===== src/rtl/mdu_hilo.sv =====
// MIPS multiply/divide front-end with HI/LO: multiplies take MUL_LAT cycles via external MULT, divides 32, MT ops and divide-by-zero 0.
// No backpressure: busy is a stall request and issues arriving while busy are dropped.
module mdu_hilo #(
    parameter int MUL_LAT = 1
) (
    input  logic        clk,
    input  logic        reset,
    input  logic        start,
    input  logic [2:0]  op,
    input  logic [31:0] rs_val,
    input  logic [31:0] rt_val,
    output logic [31:0] mul_a,
    output logic [31:0] mul_b,
    input  logic [63:0] mul_z,
    output logic        busy,
    output logic [31:0] hi,
    output logic [31:0] lo
);

    localparam int CW = (MUL_LAT > 32) ? $clog2(MUL_LAT) : 6;

    localparam logic [1:0] S_IDLE     = 2'd0;
    localparam logic [1:0] S_MUL_WAIT = 2'd1;
    localparam logic [1:0] S_DIV_RUN  = 2'd2;

    localparam logic [2:0] OP_MULT  = 3'b001;
    localparam logic [2:0] OP_MULTU = 3'b010;
    localparam logic [2:0] OP_DIV   = 3'b011;
    localparam logic [2:0] OP_DIVU  = 3'b100;
    localparam logic [2:0] OP_MTHI  = 3'b101;
    localparam logic [2:0] OP_MTLO  = 3'b110;

    logic [1:0]    state_q, state_d;
    logic [CW-1:0] cnt_q, cnt_d;
    logic [31:0]   hi_q, hi_d, lo_q, lo_d;
    logic [31:0]   mul_a_q, mul_a_d, mul_b_q, mul_b_d;
    logic          busy_q, busy_d;
    logic          neg_q, neg_d, qneg_q, qneg_d, rneg_q, rneg_d;
    logic [32:0]   rem_q, rem_d;
    logic [31:0]   quo_q, quo_d;
    logic [31:0]   dvs_q, dvs_d;

    logic [32:0]   shifted;
    logic          ge;
    logic [32:0]   rem_step;
    logic [31:0]   quo_step;
    logic [63:0]   prod;
    logic          is_signed;

    function automatic logic [31:0] neg32(input logic [31:0] v);
        return ~v + 32'd1;
    endfunction

    // Magnitude of 0x80000000 wraps back to 0x80000000, which is the correct unsigned value.
    function automatic logic [31:0] mag32(input logic [31:0] v);
        return v[31] ? neg32(v) : v;
    endfunction

    always_comb begin
        state_d   = state_q;
        cnt_d     = cnt_q;
        hi_d      = hi_q;
        lo_d      = lo_q;
        mul_a_d   = mul_a_q;
        mul_b_d   = mul_b_q;
        neg_d     = neg_q;
        qneg_d    = qneg_q;
        rneg_d    = rneg_q;
        rem_d     = rem_q;
        quo_d     = quo_q;
        dvs_d     = dvs_q;
        is_signed = 1'b0;

        // A set top bit of R means the shifted value exceeds any 32-bit divisor.
        shifted  = {rem_q[31:0], quo_q[31]};
        ge       = rem_q[32] | (shifted >= {1'b0, dvs_q});
        rem_step = ge ? (shifted - {1'b0, dvs_q}) : shifted;
        quo_step = {quo_q[30:0], ge};
        prod     = neg_q ? (~mul_z + 64'd1) : mul_z;

        case (state_q)
            S_IDLE: begin
                if (start) begin
                    case (op)
                        OP_MULT, OP_MULTU: begin
                            is_signed = (op == OP_MULT);
                            mul_a_d   = is_signed ? mag32(rs_val) : rs_val;
                            mul_b_d   = is_signed ? mag32(rt_val) : rt_val;
                            neg_d     = is_signed & (rs_val[31] ^ rt_val[31]);
                            cnt_d     = CW'(MUL_LAT - 1);
                            state_d   = S_MUL_WAIT;
                        end
                        OP_DIV, OP_DIVU: begin
                            if (rt_val == 32'd0) begin
                                hi_d = rs_val;
                                lo_d = 32'hFFFF_FFFF;
                            end else begin
                                is_signed = (op == OP_DIV);
                                dvs_d     = is_signed ? mag32(rt_val) : rt_val;
                                quo_d     = is_signed ? mag32(rs_val) : rs_val;
                                qneg_d    = is_signed & (rs_val[31] ^ rt_val[31]);
                                rneg_d    = is_signed & rs_val[31];
                                rem_d     = 33'd0;
                                cnt_d     = CW'(31);
                                state_d   = S_DIV_RUN;
                            end
                        end
                        OP_MTHI: hi_d = rs_val;
                        OP_MTLO: lo_d = rs_val;
                        default: ;
                    endcase
                end
            end
            S_MUL_WAIT: begin
                if (cnt_q == '0) begin
                    {hi_d, lo_d} = prod;
                    state_d      = S_IDLE;
                end else begin
                    cnt_d = cnt_q - CW'(1);
                end
            end
            S_DIV_RUN: begin
                rem_d = rem_step;
                quo_d = quo_step;
                // Sign fix-up is folded into the last iteration edge.
                if (cnt_q == '0) begin
                    lo_d    = qneg_q ? neg32(quo_step) : quo_step;
                    hi_d    = rneg_q ? neg32(rem_step[31:0]) : rem_step[31:0];
                    state_d = S_IDLE;
                end else begin
                    cnt_d = cnt_q - CW'(1);
                end
            end
            default: state_d = S_IDLE;
        endcase

        busy_d = (state_d != S_IDLE);
    end

    always_ff @(posedge clk or posedge reset) begin
        if (reset) begin
            state_q <= S_IDLE;
            cnt_q   <= '0;
            hi_q    <= '0;
            lo_q    <= '0;
            mul_a_q <= '0;
            mul_b_q <= '0;
            busy_q  <= 1'b0;
            neg_q   <= 1'b0;
            qneg_q  <= 1'b0;
            rneg_q  <= 1'b0;
            rem_q   <= '0;
            quo_q   <= '0;
            dvs_q   <= '0;
        end else begin
            state_q <= state_d;
            cnt_q   <= cnt_d;
            hi_q    <= hi_d;
            lo_q    <= lo_d;
            mul_a_q <= mul_a_d;
            mul_b_q <= mul_b_d;
            busy_q  <= busy_d;
            neg_q   <= neg_d;
            qneg_q  <= qneg_d;
            rneg_q  <= rneg_d;
            rem_q   <= rem_d;
            quo_q   <= quo_d;
            dvs_q   <= dvs_d;
        end
    end

    assign mul_a = mul_a_q;
    assign mul_b = mul_b_q;
    assign busy  = busy_q;
    assign hi    = hi_q;
    assign lo    = lo_q;

endmodule

===== config.mk =====
export PLATFORM = sky130hd
export DESIGN_NAME = mdu_hilo
export DESIGN_NICKNAME = d
export VERILOG_FILES = /design/src/rtl/mdu_hilo.sv
export SDC_FILE = /design/constraint.sdc
export NUM_CORES = 1
export LEC_CHECK = 0
export BUFFER_PORTS_ARGS = -buffer_cell sky130_fd_sc_hd__buf_2
export CAP_MARGIN = 20
export CORE_ASPECT_RATIO = 1.2
export CORE_MARGIN = 2
export CORE_UTILIZATION = 50
export CTS_CLUSTER_SIZE = 28
export DETAILED_ROUTE_END_ITERATION = 10
export PLACE_DENSITY_LB_ADDON = 0.2
export SLEW_MARGIN = 20
export SYNTH_ARGS = -nofsm -noshare
export SYNTH_HDL_FRONTEND = slang
export SYNTH_SLANG_ARGS = --single-unit

===== constraint.sdc =====
create_clock -name clk -period 10.1 [get_ports clk]
set_input_delay 2.02 -clock clk [delete_from_list [all_inputs] [get_ports clk]]
set_output_delay 2.02 -clock clk [all_outputs]
set_load 0.005 [all_outputs]

Yosys cells after proc, flatten, opt, wreduce, memory -nomap -nowiden. Cells that the tools add are included.

$add $sub $neg: 7. Magnitude comparators: 1. Equality and inequality tests: 19. Mux-type cells: 40. Bitwise operators: 11. Reductions and logical operators: 16.

Operators by type and width (number): $mux 32 (19); $pmux 32 s2 (3); $pmux 32 s3 (2); $mux 33 (4); $add 32x1->32 const B (4); $not 32->32 (4); $pmux 33 s2 (1); $add 64x1->64 const B (1); $mux 64 (1); $not 64->64 (1); $ge 33x32->1 (1); $sub 33x32->33 (1); $logic_not 32->1 (1); $pmux 6 s2 (2); $mux 6 (3); $reduce_and 6->1 (2); $ne 2x2->1 const B (5); $eq 3x3->1 const B (3); $ne 3x1->1 const B (3); $pmux 2 s2 (2); $reduce_and 4->1 (2); $eq 3x2->1 const B (2); $logic_not 6->1 (1); $mux 2 (3); 16 further kinds (23).

Register bits after elaboration: 237. Bits of input ports: 134. Output and inout bits: 129. Word-level logic and storage cells: 107.

Longest topological paths before layout. Gate-level depths: netlist of run 1.

Depth after elaboration: 8. Depth in mapped cells: 24. Gate-level depth less buffers: 19.

Worst setup path before layout of run 1. OpenSTA, ideal clock, no wires.

Path kind: register to register. Start: register rem_q[11]. End: register hi_q[20] (netlist: hi[20]). Library setup time: 135 ps. Arrival: 5084 ps. Data required time: 9965 ps. Setup slack: 4881 ps. Stages on the path, launching flop included: 24. Path buffers: 5. Clock period less this slack: 5219 ps. Path through: dfrtp_1 ha_1 buf_2 and3_1 nand2_1 a211oi_4 o21ai_2 or4_1 buf_6 nand2_8 buf_2 buf_1 buf_2 nand2_1 o21ai_0 ha_1 or3b_2 nor3_1 nand3_1 a222oi_1 a41oi_1 xnor2_1 a221oi_1 o31ai_1.

Longest elaborated chain between the ends: 8. Elaborated cells between the ends (all ways): 9. Those cells by class: add/sub (2); order compare (1); mux (4); bitwise (2).

RTL lines: start: declaration (line 39) `logic [32:0] rem_q, rem_d;`; start signal: assignment (line 166) `rem_q <= rem_d;`; $ge 33x32->1 (line 76) `ge = rem_q[32] | (shifted >= {1'b0, dvs_q});`; $or 1x1->1 (line 76); $mux 33 * (line 77) `rem_step = ge ? (shifted - {1'b0, dvs_q}) : shifted;`; $not 32->32 (line 51) `return ~v + 32'd1;`; $add 32x1->32 (line 51); $mux 32 * (line 128) `hi_d = rneg_q ? neg32(rem_step[31:0]) : rem_step[31:0];`; $mux 32 * (line 126) `if (cnt_q == '0) begin`; $pmux 32 s3 * (line 81) `case (state_q)`; end signal: assignment (line 158) `hi_q <= hi_d;`; end: declaration (line 35) `logic [31:0] hi_q, hi_d, lo_q, lo_d;`.

Every way passes the cells marked *; elsewhere a longest branch is shown, timed or not. The select of a mux whose other input is x is not followed. A chain may end at the register's enable or synchronous reset.

Worst setup path in the final report of run 1.
Start: register dvs_q[18]. End: register hi_q[28] (netlist: hi[28]).

Longest elaborated chain between the ends: 8. Elaborated cells between the ends (all ways): 9. Those cells by class: add/sub (2); order compare (1); mux (4); bitwise (2).

RTL lines: start: declaration (line 41) `logic [31:0] dvs_q, dvs_d;`; start signal: assignment (line 168) `dvs_q <= dvs_d;`; $ge 33x32->1 (line 76); $or 1x1->1 (line 76); $mux 33 * (line 77); $not 32->32 (line 51); $add 32x1->32 (line 51); $mux 32 * (line 128); $mux 32 * (line 126); $pmux 32 s3 * (line 81).

Marked as above.

==> metrics.yaml, run 1 <==
drt_pre_antenna_iters: 5
timing.critical_path.to_type: "register"
slew-limit-headroom_pct: 27.50
cts_max_level: 1
yosysSeqAreaShare_pct: 32.71
tritoncts: "built"
rsz_0062_raised_after_global_routing: "no"
first_iter_violations: 1621
pin_count_of_the_biggest_net_entering_global_routing: 160
most-common-layout-cells: "359 x nand2_1, 262 x buf_2, 256 x o21ai_0, 236 x dfrtp_1, 166 x xnor2_1"
gp_congestion: 0.9902
cp.arrival_ns: 6.40
hold_viol: 0
fin_worst_skew_ns: 0.01623
synth.area.mux_share_pct: 1.566
timing.hold.worst.class: "register to register"
worst_setup_hold_path_clk_slew_ns: 0.06
tritoncts.num_buffers: 28
io_pins: 263
placeableCoreArea_um2: 35850
initial_core_util_pct: 50.58
global_route.overflow_total: 0
synthesis.area_um2: 18130
post-route-cell-area_um2: 20600
synth_edf_count: 0
setup_tns_ns: 0
yosys.cell_types.count: 96
drtAntennaViolNets: 0
cts_setup_buffers: 0
global_route_wire_length_before_repair_mm: 99.79
share_of_post_route_cells_with_drive_strength_above_1_pct: 16.08
clk_root_buffer_cell: "clkbuf_16"
setup.reg_to_reg.worst_slack_ns: 4.17
met1Wirelength_mm: 24.88
synth-xor-area-share_pct: 12.22
worst_pin_slew_ns: 1.088
synth_cells: 2271
synthesized_area_fraction_occupied_by_ao_oa_aoi_and_oai_cells_pct: 25.21
p_total_mw: 5.397
uppermost_routed_layer: "met4"
wl_met3_mm: 4.334
multiInputGateArea_um2: 11370
routedWlPerCell_um: 22.54
clock_path_buffers: 3
floorplan.die.height_um: 212.6
setup_violations: 0
main_flop_type_after_synthesis: "dfrtp_1"
dr_wl_met2_mm: 32.10
clock_latency_of_the_later_clocked_register_in_the_worst_skew_pair_ns: 0.59
min_period_ns: 5.926
n_fill_cell: 3336
route.detailed.vias_per_inst: 6.203
post_synth_fa_ha_maj_area_fraction_pct: 3.078
tritoncts_sink_count: 237
syn2layout_area_growth_pct: 13.60
remaining_drc_errors: 0
die_outline_area_um2: 37810
syn_area_per_cell_um2: 7.984
timing.final.max_slew_violations: 0
critical_path_peak_fanout: 45
ys_async_sr_fraction_pct: 100.0
synthesis.nets: 2449
clock.fmax_ghz: 0.1687
num-nets-final: 2600
maxCapViolations: 0
utilization_pct: 57.46
mostFrequentLayoutCell: "nand2_1"
routed_wl_mm: 65.65
vdd_ir_drop_max_v: 0.0001635
gr-usage-all-layers_pct: 34.18
dpl.hpwl_mm: 49.66
postSynthRegisterBits: 237
total_leakage_power_nw: 8.843
whs_ns: 0.4713
io_buffer_count: 262
finish.cell_count_without_fillers: 2913
yosysWarnings: 0
count_of_placed_standard_cells_including_taps: 2860
floorplan.die.width_um: 177.8
dr_total_vias: 18070
post_synth_and_or_nand_nor_area_fraction_pct: 20.41
setup_ws_ns: 4.174
layout.area.seq_um2: 5932
cts_resized: 0
antenna_found_initial: 2
first_global_vias: 17340
postCtsHoldBufs: 0
power_density_cells_nw_per_um2: 262.0
placed_area_um2: 19610
dominant_combinational_cell_family_by_area_after_synthesis: "compound AO/OA/AOI/OAI gates"
number_of_cell_rows: 76
layout_worst_path_cycle_share_pct: 58.68
critical_path_required_ns: 10.58
critical_path_class: "register to register"
outcome: "completed"
worstSetupStartpointType: "register"
pre_cts_ws_ns: 3.772
[path summary, 6_finish.rpt]
| path | from | end | cells after the start |
|---|---|---|---|
| worst max-delay path | dvs_q[18]$_DFFE_PP0P_ | hi[28]$_DFFE_PP0P_ | 19 |
| worst min-delay path | lo[3]$_DFFE_PP0P_ | lo[3]$_DFFE_PP0P_ | 2 |
| worst max register to register | dvs_q[18]$_DFFE_PP0P_ | hi[28]$_DFFE_PP0P_ | 19 |
| worst min register to register | lo[3]$_DFFE_PP0P_ | lo[3]$_DFFE_PP0P_ | 2 |
| max in group asynchronous | reset | neg_q$_DFFE_PP0P_ | 3 |
| min in group asynchronous | reset | hi[6]$_DFFE_PP0P_ | 2 |
[layout make-up]
type	count	area share [%]
tap	468	2.843
antenna	1	0.01215
inverter	66	1.239
timing repair buffer	280	7.083
clock inverter	16	1.014
clock buffer	36	3.790
sequential	237	28.80
multi-input combinational	1809	55.22
[layer usage]
layer  vias to the layer above  GRT usage [%]
met5                         -              0
li1                       8430              -
met3                       189          4.864
met1                      8686          40.18
met4                         0          19.95
met2                       763          59.18
[cell families after synthesis]
group / count (synthesis)
xor+xnor: 253
mux: 28
compound gates: 700
simple gates: 784
fa+ha+maj: 44
flops: 237
buf+inv: 225
[where the power goes]
group | total (mW) | internal, mW | switching [mW]
Clock | 1.08 | 0.630 | 0.451
Sequential | 1.66 | 1.35 | 0.313
Combinational | 2.66 | 0.975 | 1.68
Total | 5.40 | 2.95 | 2.45
[cells in the mapped netlist, types with 8 or more instances]
cell type	n	share of area (%)
o221ai_1	9	0.43
o21ai_0	256	7.1
or3_1	38	1.3
a211oi_1	10	0.41
nor2_1	163	3.4
clkbuf_1	136	2.8
a221oi_1	30	1.4
nand4_1	17	0.59
nand2b_1	12	0.41
a22oi_1	10	0.41
mux2i_1	25	1.4
nor3_1	45	1.2
a21o_1	11	0.46
o41ai_1	19	0.92
buf_1	8	0.17
nor4_1	11	0.38
nand2_1	359	7.4
a21oi_1	119	3.3
xnor2_1	166	8.0
xor2_1	87	4.2
and2_1	13	0.45
nor2b_1	8	0.28
a31oi_1	11	0.38
or4_1	27	1.1
ha_1	43	3.0
o211ai_1	18	0.75
o21ai_1	15	0.41
nand3_1	21	0.58
dfrtp_1	237	33
and3_1	12	0.41
inv_1	62	1.3
a221o_1	9	0.50
o31ai_1	95	3.9
or2_2	16	0.55
buf_2	13	0.36
[critical path: stages, from the launching register on]
cell and delay, ns:
dfrtp_1 0.33, inv_1 0.09, ha_1 0.51, nand4_1 0.27, or4_1 0.59, nor2_1 0.15
a31oi_1 0.13, o211a_1 0.17, buf_4 0.22, nand2_8 0.35, mux2i_1 0.35, ha_1 0.27
or3b_2 0.48, nor3_1 0.26, nand3_1 0.15, and2_1 0.21, a211o_1 0.33, o41ai_1 0.63
a2bb2oi_1 0.17, o31ai_1 0.10
[state kept, by name (all words and copies together), names as in the netlist]
| register | cells |
|---|---|
| quo_q | 32 |
| mul_b | 32 |
| busy | 1 |
| rneg_q | 1 |
| dvs_q | 32 |
| qneg_q | 1 |
| neg_q | 1 |
| state_q | 2 |
| rem_q | 33 |
| hi | 32 |
| lo | 32 |
| cnt_q | 6 |
| mul_a | 32 |
Power figures use the tool's default switching activity.
==> run 2, diff against run 1 <==
clock period = 5.1 ns   (was 10.1 ns; I/O delays follow)
==> run 2 against run 1 <==
  * Wire length up 5.4%
  * Clock-buffer cell count up 4
  * Sequential power up 95%
  * Critical endpoint is now hi[18]$_DFFE_PP0P_
  * Global-route usage rose by 1.7 points
  * Largest power group unchanged
  * Design area up 1.7%
  * Hold slack about the same
  * Highest routed layer unchanged
  * Die area unchanged
==> metrics.yaml, run 2 (synthesis gave the netlist of run 1 again) <==
number_of_cell_rows: 76  # unchanged
fin_worst_skew_ns: 0.02514  # +0.008913 ns
critical_path_class: "register to register"
min_period_ns: 4.809  # -1.117 ns
setup_tns_ns: 0  # unchanged
dpl.hpwl_mm: 52.90  # +6.5%
post-route-cell-area_um2: 20940  # +1.7%
routed_wl_mm: 69.21  # +5.4%
cell_internal_pwr_mw: 6.004  # +100%
rsz_0062_raised_after_global_routing: "no"
worstSetupStartpointType: "register"
most-common-layout-cells: "359 x nand2_1, 262 x buf_2, 256 x o21ai_0, 236 x dfrtp_1, 166 x xnor2_1"
syn2layout_area_growth_pct: 15.48
clockPowerShare_pct: 20.3  # +0.3 points
cp.arrival_ns: 5.24  # -1.16 ns
floorplan.die.width_um: 177.8  # unchanged
whs_ns: 0.4717  # +0.0003810 ns
outcome: "completed"
utilization_pct: 58.41  # +0.95 points
clock.fmax_ghz: 0.2079  # +23%
floorplan.die.height_um: 212.6  # unchanged
netSwitchingFraction_pct: 44.75  # -0.56 points
num-nets-final: 2640  # +1.5%
n_fill_cell: 3386  # +1.5%
power_frac_seq_pct: 29.8  # -0.9 points
gp_congestion: 0.9941  # +0.39%
largest_register_ffs: 33  # unchanged
setup_violations: 0  # unchanged
tritoncts_sink_count: 237  # unchanged
cts_max_level: 1  # unchanged
critical_path_required_ns: 5.53  # -5.05 ns
power_density_cells_nw_per_um2: 519.0  # +98%
worst_setup_hold_path_clk_slew_ns: 0.06  # about the same
routedWlPerCell_um: 23.44  # +4.0%
clk_root_buffer_cell: "clkbuf_16"
layout_worst_path_cycle_share_pct: 94.30  # +36 points
die_outline_area_um2: 37810  # unchanged
placeableCoreArea_um2: 35850  # unchanged
pre_cts_ws_ns: 0.2640  # -3.508 ns
first_global_vias: 17690  # +2.0%
slew-limit-headroom_pct: 26.65  # -0.84 points
remaining_drc_errors: 0  # unchanged
total_leakage_power_nw: 9.073  # +2.6%
worst_pin_slew_ns: 1.100  # +0.01265 ns
initial_core_util_pct: 50.58  # unchanged
io_pins: 263  # unchanged
clock_path_buffers: 3  # unchanged
global_route.overflow_total: 0  # unchanged
route.detailed.vias_per_inst: 6.175  # -0.44%
setup_ws_ns: 0.2907  # -3.883 ns
critical_path_peak_fanout: 7  # -84%
tritoncts: "built"
timing.hold.worst.class: "register to register"
vdd_ir_drop_max_v: 0.0004762  # +190%
first_iter_violations: 1567  # -3.3%
placed_area_um2: 19920  # +1.6%
antenna_found_initial: 0  # -2
timing.final.max_slew_violations: 0  # unchanged
p_comb_share_pct: 49.9  # +0.7 points
power_switching_mw: 4.863  # +99%
share_of_post_route_cells_with_drive_strength_above_1_pct: 17.48  # +1.4 points
top_register: "rem_q"
drtAntennaViolNets: 0  # unchanged
io_buffer_count: 262  # unchanged
timing.critical_path.to_type: "register"
mostFrequentLayoutCell: "nand2_1"
clock_latency_of_the_later_clocked_register_in_the_worst_skew_pair_ns: 0.59  # about the same
gr-usage-all-layers_pct: 35.92  # +1.7 points
global_route_wire_length_before_repair_mm: 103.7  # +3.9%
maxCapViolations: 0  # unchanged
tritoncts.num_buffers: 28  # unchanged
drt_pre_antenna_iters: 8  # +3
hold_viol: 0  # unchanged
pin_count_of_the_biggest_net_entering_global_routing: 135  # -16%
dr_total_vias: 18230  # +0.90%
run 2: critical path, stage by stage, from the launching register on:
cell and delay, ns:
dfrtp_1 0.41, ha_2 0.39, nand4_1 0.22, or4_4 0.61
nor2_1 0.14, a31oi_1 0.12, o211a_1 0.23, nand2_8 0.11
mux2i_1 0.24, ha_1 0.20, or3b_2 0.49, nor3_1 0.15
nand3_1 0.12, a222oi_1 0.26, buf_4 0.18, a41oi_1 0.13
xnor2_1 0.17, a221oi_1 0.34, o31ai_1 0.12
run 2: routing by layer:
layer / global-route usage [%] / vias to the layer above / routed length (um)
met4: 23.26 / 0 / 5018
met1: 41.11 / 8784 / 26200
met2: 62.78 / 743 / 33850
met3: 4.614 / 204 / 4134
li1: - / 8499 / -
met5: 0 / - / 0
run 2: power groups by stage:
stage | Clock [mW] | Sequential (mW) | Combinational (mW)
global route | 2.30 | 3.32 | 5.98
global placement | 0 | 3.24 | 5.28
floorplan | 0 | 3.16 | 3.48
finish | 2.21 | 3.24 | 5.42
detailed placement | 0 | 3.26 | 5.36
CTS | 2.23 | 3.23 | 5.38
run 2: area by class of cell:
| type | count | area, um^2 | area share, % |
|---|---|---|---|
| Sequential cell | 237 | 5932 | 28.33 |
| Clock buffer | 40 | 815.8 | 3.896 |
| Inverter | 66 | 251.5 | 1.201 |
| Timing Repair Buffer | 320 | 1784 | 8.521 |
| Multi-Input combinational cell | 1809 | 11390 | 54.39 |
| Tap cell | 468 | 585.6 | 2.796 |
| Clock inverter | 11 | 180.2 | 0.8604 |
| Antenna cell | 1 | 2.502 | 0.01195 |
run 2: metrics by stage:
stage                     instances  total power, mW
after floorplan                2271            6.635
after global placement         2899            8.519
after detailed placement       2900            8.621
after CTS                      2951            10.84
after global routing           2951            11.60
final                          2952            10.87
run 2: final timing paths:
check / start / end / slack [ns] / cells past startpoint
min in group asynchronous: reset / mul_a[12]$_DFFE_PP0P_ / 0.64 / 3
min: lo[11]$_DFFE_PP0P_ / lo[11]$_DFFE_PP0P_ / 0.47 / 2
max reg2reg: rem_q[26]$_DFFE_PP0P_ / hi[18]$_DFFE_PP0P_ / 0.29 / 18
min reg2reg: lo[11]$_DFFE_PP0P_ / lo[11]$_DFFE_PP0P_ / 0.47 / 2
max: rem_q[26]$_DFFE_PP0P_ / hi[18]$_DFFE_PP0P_ / 0.29 / 18
max in group asynchronous: reset / mul_b[25]$_DFFE_PP0P_ / 3.76 / 3
run 2: repair_timing:
action	in CTS	in global routing
setup endpoints to repair	0	7
hold buffers	0	0
setup buffers	0	0
resized for setup	0	5
==> run 3, diff against run 2 <==
GPL_ROUTABILITY_DRIVEN = 0   (was not set)
PLACE_DENSITY = 0.71   (was not set)
PLACE_DENSITY_LB_ADDON = not set   (was 0.2)
clock period = 5.21 ns   (was 5.1 ns; I/O delays follow)
==> run 3 against run 2 <==
  * Worst setup slack got worse by 0.0088 ns
  * Clock power hardly changed
  * Largest cell class unchanged
  * Sequential power about the same
  * Non-clock buffer count shrank 18
  * Core utilization shrank 0.20 points
  * Die area stayed put
  * Final cell count down 0.64%
  * Critical endpoint unchanged
  * Via count rose by 1.7%
  * Register-to-register slack barely moved
  * Design area shrank 0.35%
==> metrics.yaml, run 3 (synthesis gave the netlist of run 1 again) <==
routed_wl_mm: 66.35  # -4.1%
setup_tns_ns: 0  # unchanged
top_register: "rem_q"
dr_total_vias: 18540  # +1.7%
cts_setup_buffers: 0  # unchanged
postCtsHoldBufs: 0  # unchanged
setup.reg_to_reg.worst_slack_ns: 0.28  # about the same
global_route_wire_length_before_repair_mm: 100.6  # -3.0%
number_of_cell_rows: 76  # unchanged
tritoncts_sink_count: 237  # unchanged
outcome: "completed"
worst_pin_slew_ns: 1.090  # -0.01063 ns
clock.fmax_ghz: 0.2029  # -2.4%
total_leakage_power_nw: 9.001  # -0.79%
maxCapViolations: 0  # unchanged
critical_path_peak_fanout: 9  # +2
post-route-cell-area_um2: 20870  # -0.35%
min_period_ns: 4.928  # +0.1188 ns
antenna-diode-count: 0  # -1
timing.hold.worst.class: "input port to async pin"
rsz_0062_raised_after_global_routing: "no"
placed_area_um2: 19780  # -0.72%
clk_root_buffer_cell: "clkbuf_16"
slew-limit-headroom_pct: 27.36  # +0.71 points
pre_cts_ws_ns: 0.2152  # -0.04885 ns
drt_pre_antenna_iters: 6  # -2
die_outline_area_um2: 37810  # unchanged
antenna_found_initial: 2  # +2
num-nets-final: 2622  # -0.68%
syn2layout_area_growth_pct: 15.08
timing.final.max_slew_violations: 0  # unchanged
setup_violations: 0  # unchanged
cts_max_level: 1  # unchanged
most-common-layout-cells: "359 x nand2_1, 262 x buf_2, 256 x o21ai_0, 236 x dfrtp_1, 166 x xnor2_1"
route.detailed.vias_per_inst: 6.320  # +2.3%
timing.critical_path.to_type: "register"
rr_worst_depth: 18  # unchanged
clock_path_buffers: 3  # unchanged
drtAntennaViolNets: 0  # unchanged
remaining_drc_errors: 0  # unchanged
n_fill_cell: 3327  # -1.7%
io_buffer_count: 262  # unchanged
largest_register_ffs: 33  # unchanged
share_of_post_route_cells_with_drive_strength_above_1_pct: 17.04  # -0.44 points
layout_worst_path_cycle_share_pct: 94.59  # +0.29 points
fin_worst_skew_ns: 0.009142  # -0.01600 ns
pin_count_of_the_biggest_net_entering_global_routing: 131  # -3.0%
worstSetupStartpointType: "register"
worst_setup_hold_path_clk_slew_ns: 0.06  # about the same
routedWlPerCell_um: 22.62  # -3.5%
gr-usage-all-layers_pct: 34.41  # -1.5 points
io_pins: 263  # unchanged
tritoncts: "built"
first_global_vias: 17650  # -0.25%
initial_core_util_pct: 50.58  # unchanged
power_density_cells_nw_per_um2: 510.0  # -1.7%
tritoncts.num_buffers: 28  # unchanged
setup_ws_ns: 0.2819  # -0.008789 ns
first_iter_violations: 1883  # +20%
global_route.overflow_total: 0  # unchanged
whs_ns: 0.3734  # -0.09830 ns
vdd_ir_drop_max_v: 0.0003661  # -23%
critical_path_required_ns: 5.65  # +0.12 ns
placeableCoreArea_um2: 35850  # unchanged
cp.arrival_ns: 5.36  # +0.12 ns
mostFrequentLayoutCell: "nand2_1"
critical_path_class: "register to register"
hold_viol: 0  # unchanged
utilization_pct: 58.21  # -0.20 points
clock_latency_of_the_later_clocked_register_in_the_worst_skew_pair_ns: 0.57  # -0.02 ns
floorplan.die.height_um: 212.6  # unchanged
dpl.hpwl_mm: 50.01  # -5.5%
floorplan.die.width_um: 177.8  # unchanged
## run 3: cell count changes in the layout (fill, tap and decap cells not counted), moves of 2 or more
cell and delta:
ha_1 -2, clkinv_2 -4, clkbuf_1 -2, clkinv_4 +2
ha_2 +2, bufinv_16 +2, buf_4 -18
## run 3: power breakdown
group,internal [mW],switching [mW],leakage (nW),total (mW)
sequential,2.61,0.650,2.99,3.26
combinational,1.94,3.20,5.49,5.15
clock,1.40,0.840,0.514,2.24
total,5.95,4.69,9.00,10.6
## run 3: cell type report
| cell class | count | area [um^2] | share of cell area (%) |
|---|---|---|---|
| Clock buffer | 39 | 822.0 | 3.939 |
| Clock inverter | 12 | 231.5 | 1.109 |
| Inverter | 66 | 251.5 | 1.205 |
| Multi-Input combinational cell | 1809 | 11390 | 54.60 |
| Sequential cell | 237 | 5934 | 28.44 |
| Tap cell | 468 | 585.6 | 2.806 |
| Timing Repair Buffer | 302 | 1649 | 7.903 |
## run 3: per-layer routing
layer | vias up | share of wire [%] | GRT usage (%) | wire, um
met4 | 2 | 7.5 | 22.67 | 4990
met5 | - | 0.017 | 0 | 11
li1 | 8455 | - | - | -
met1 | 8841 | 37 | 40.34 | 24240
met2 | 966 | 48 | 58.19 | 31730
met3 | 272 | 8.1 | 5.258 | 5369
## run 3: per-stage QoR
step           power, mW  instances
3_5_place_dp       8.308       2881
5_1_grt            11.33       2933
4_1_cts            10.57       2932
2_1_floorplan      6.495       2271
6_report           10.64       2933
3_3_place_gp       8.166       2881
## run 3: worst paths after layout
path,from,endpoint
max,rem_q[1]$_DFFE_PP0P_,hi[18]$_DFFE_PP0P_
min,reset,mul_a[4]$_DFFE_PP0P_
max reg2reg,rem_q[1]$_DFFE_PP0P_,hi[18]$_DFFE_PP0P_
min reg2reg,lo[5]$_DFFE_PP0P_,lo[5]$_DFFE_PP0P_
max in group asynchronous,reset,neg_q$_DFFE_PP0P_
min in group clk,lo[5]$_DFFE_PP0P_,lo[5]$_DFFE_PP0P_
## run 3: worst max-delay path, stage by stage, from the launching register on
cell and delay [ns]:
dfrtp_1 0.44, ha_1 0.40, nand3_1 0.14, o21bai_4 0.22
a211oi_4 0.33, o21ai_2 0.12, or4_4 0.47, nand2_8 0.13
mux2i_2 0.28, ha_1 0.25, or3b_2 0.50, nor3_1 0.17
nand3_1 0.12, a222oi_1 0.26, buf_4 0.19, a41oi_1 0.13
xnor2_1 0.19, a221oi_1 0.33, o31ai_1 0.12
## run 3: timing repair
| item | in CTS | in global routing |
|---|---|---|
| hold endpoints to repair | 0 | 0 |
| gates resized for setup | 0 | 7 |
| setup endpoints to repair | 0 | 8 |
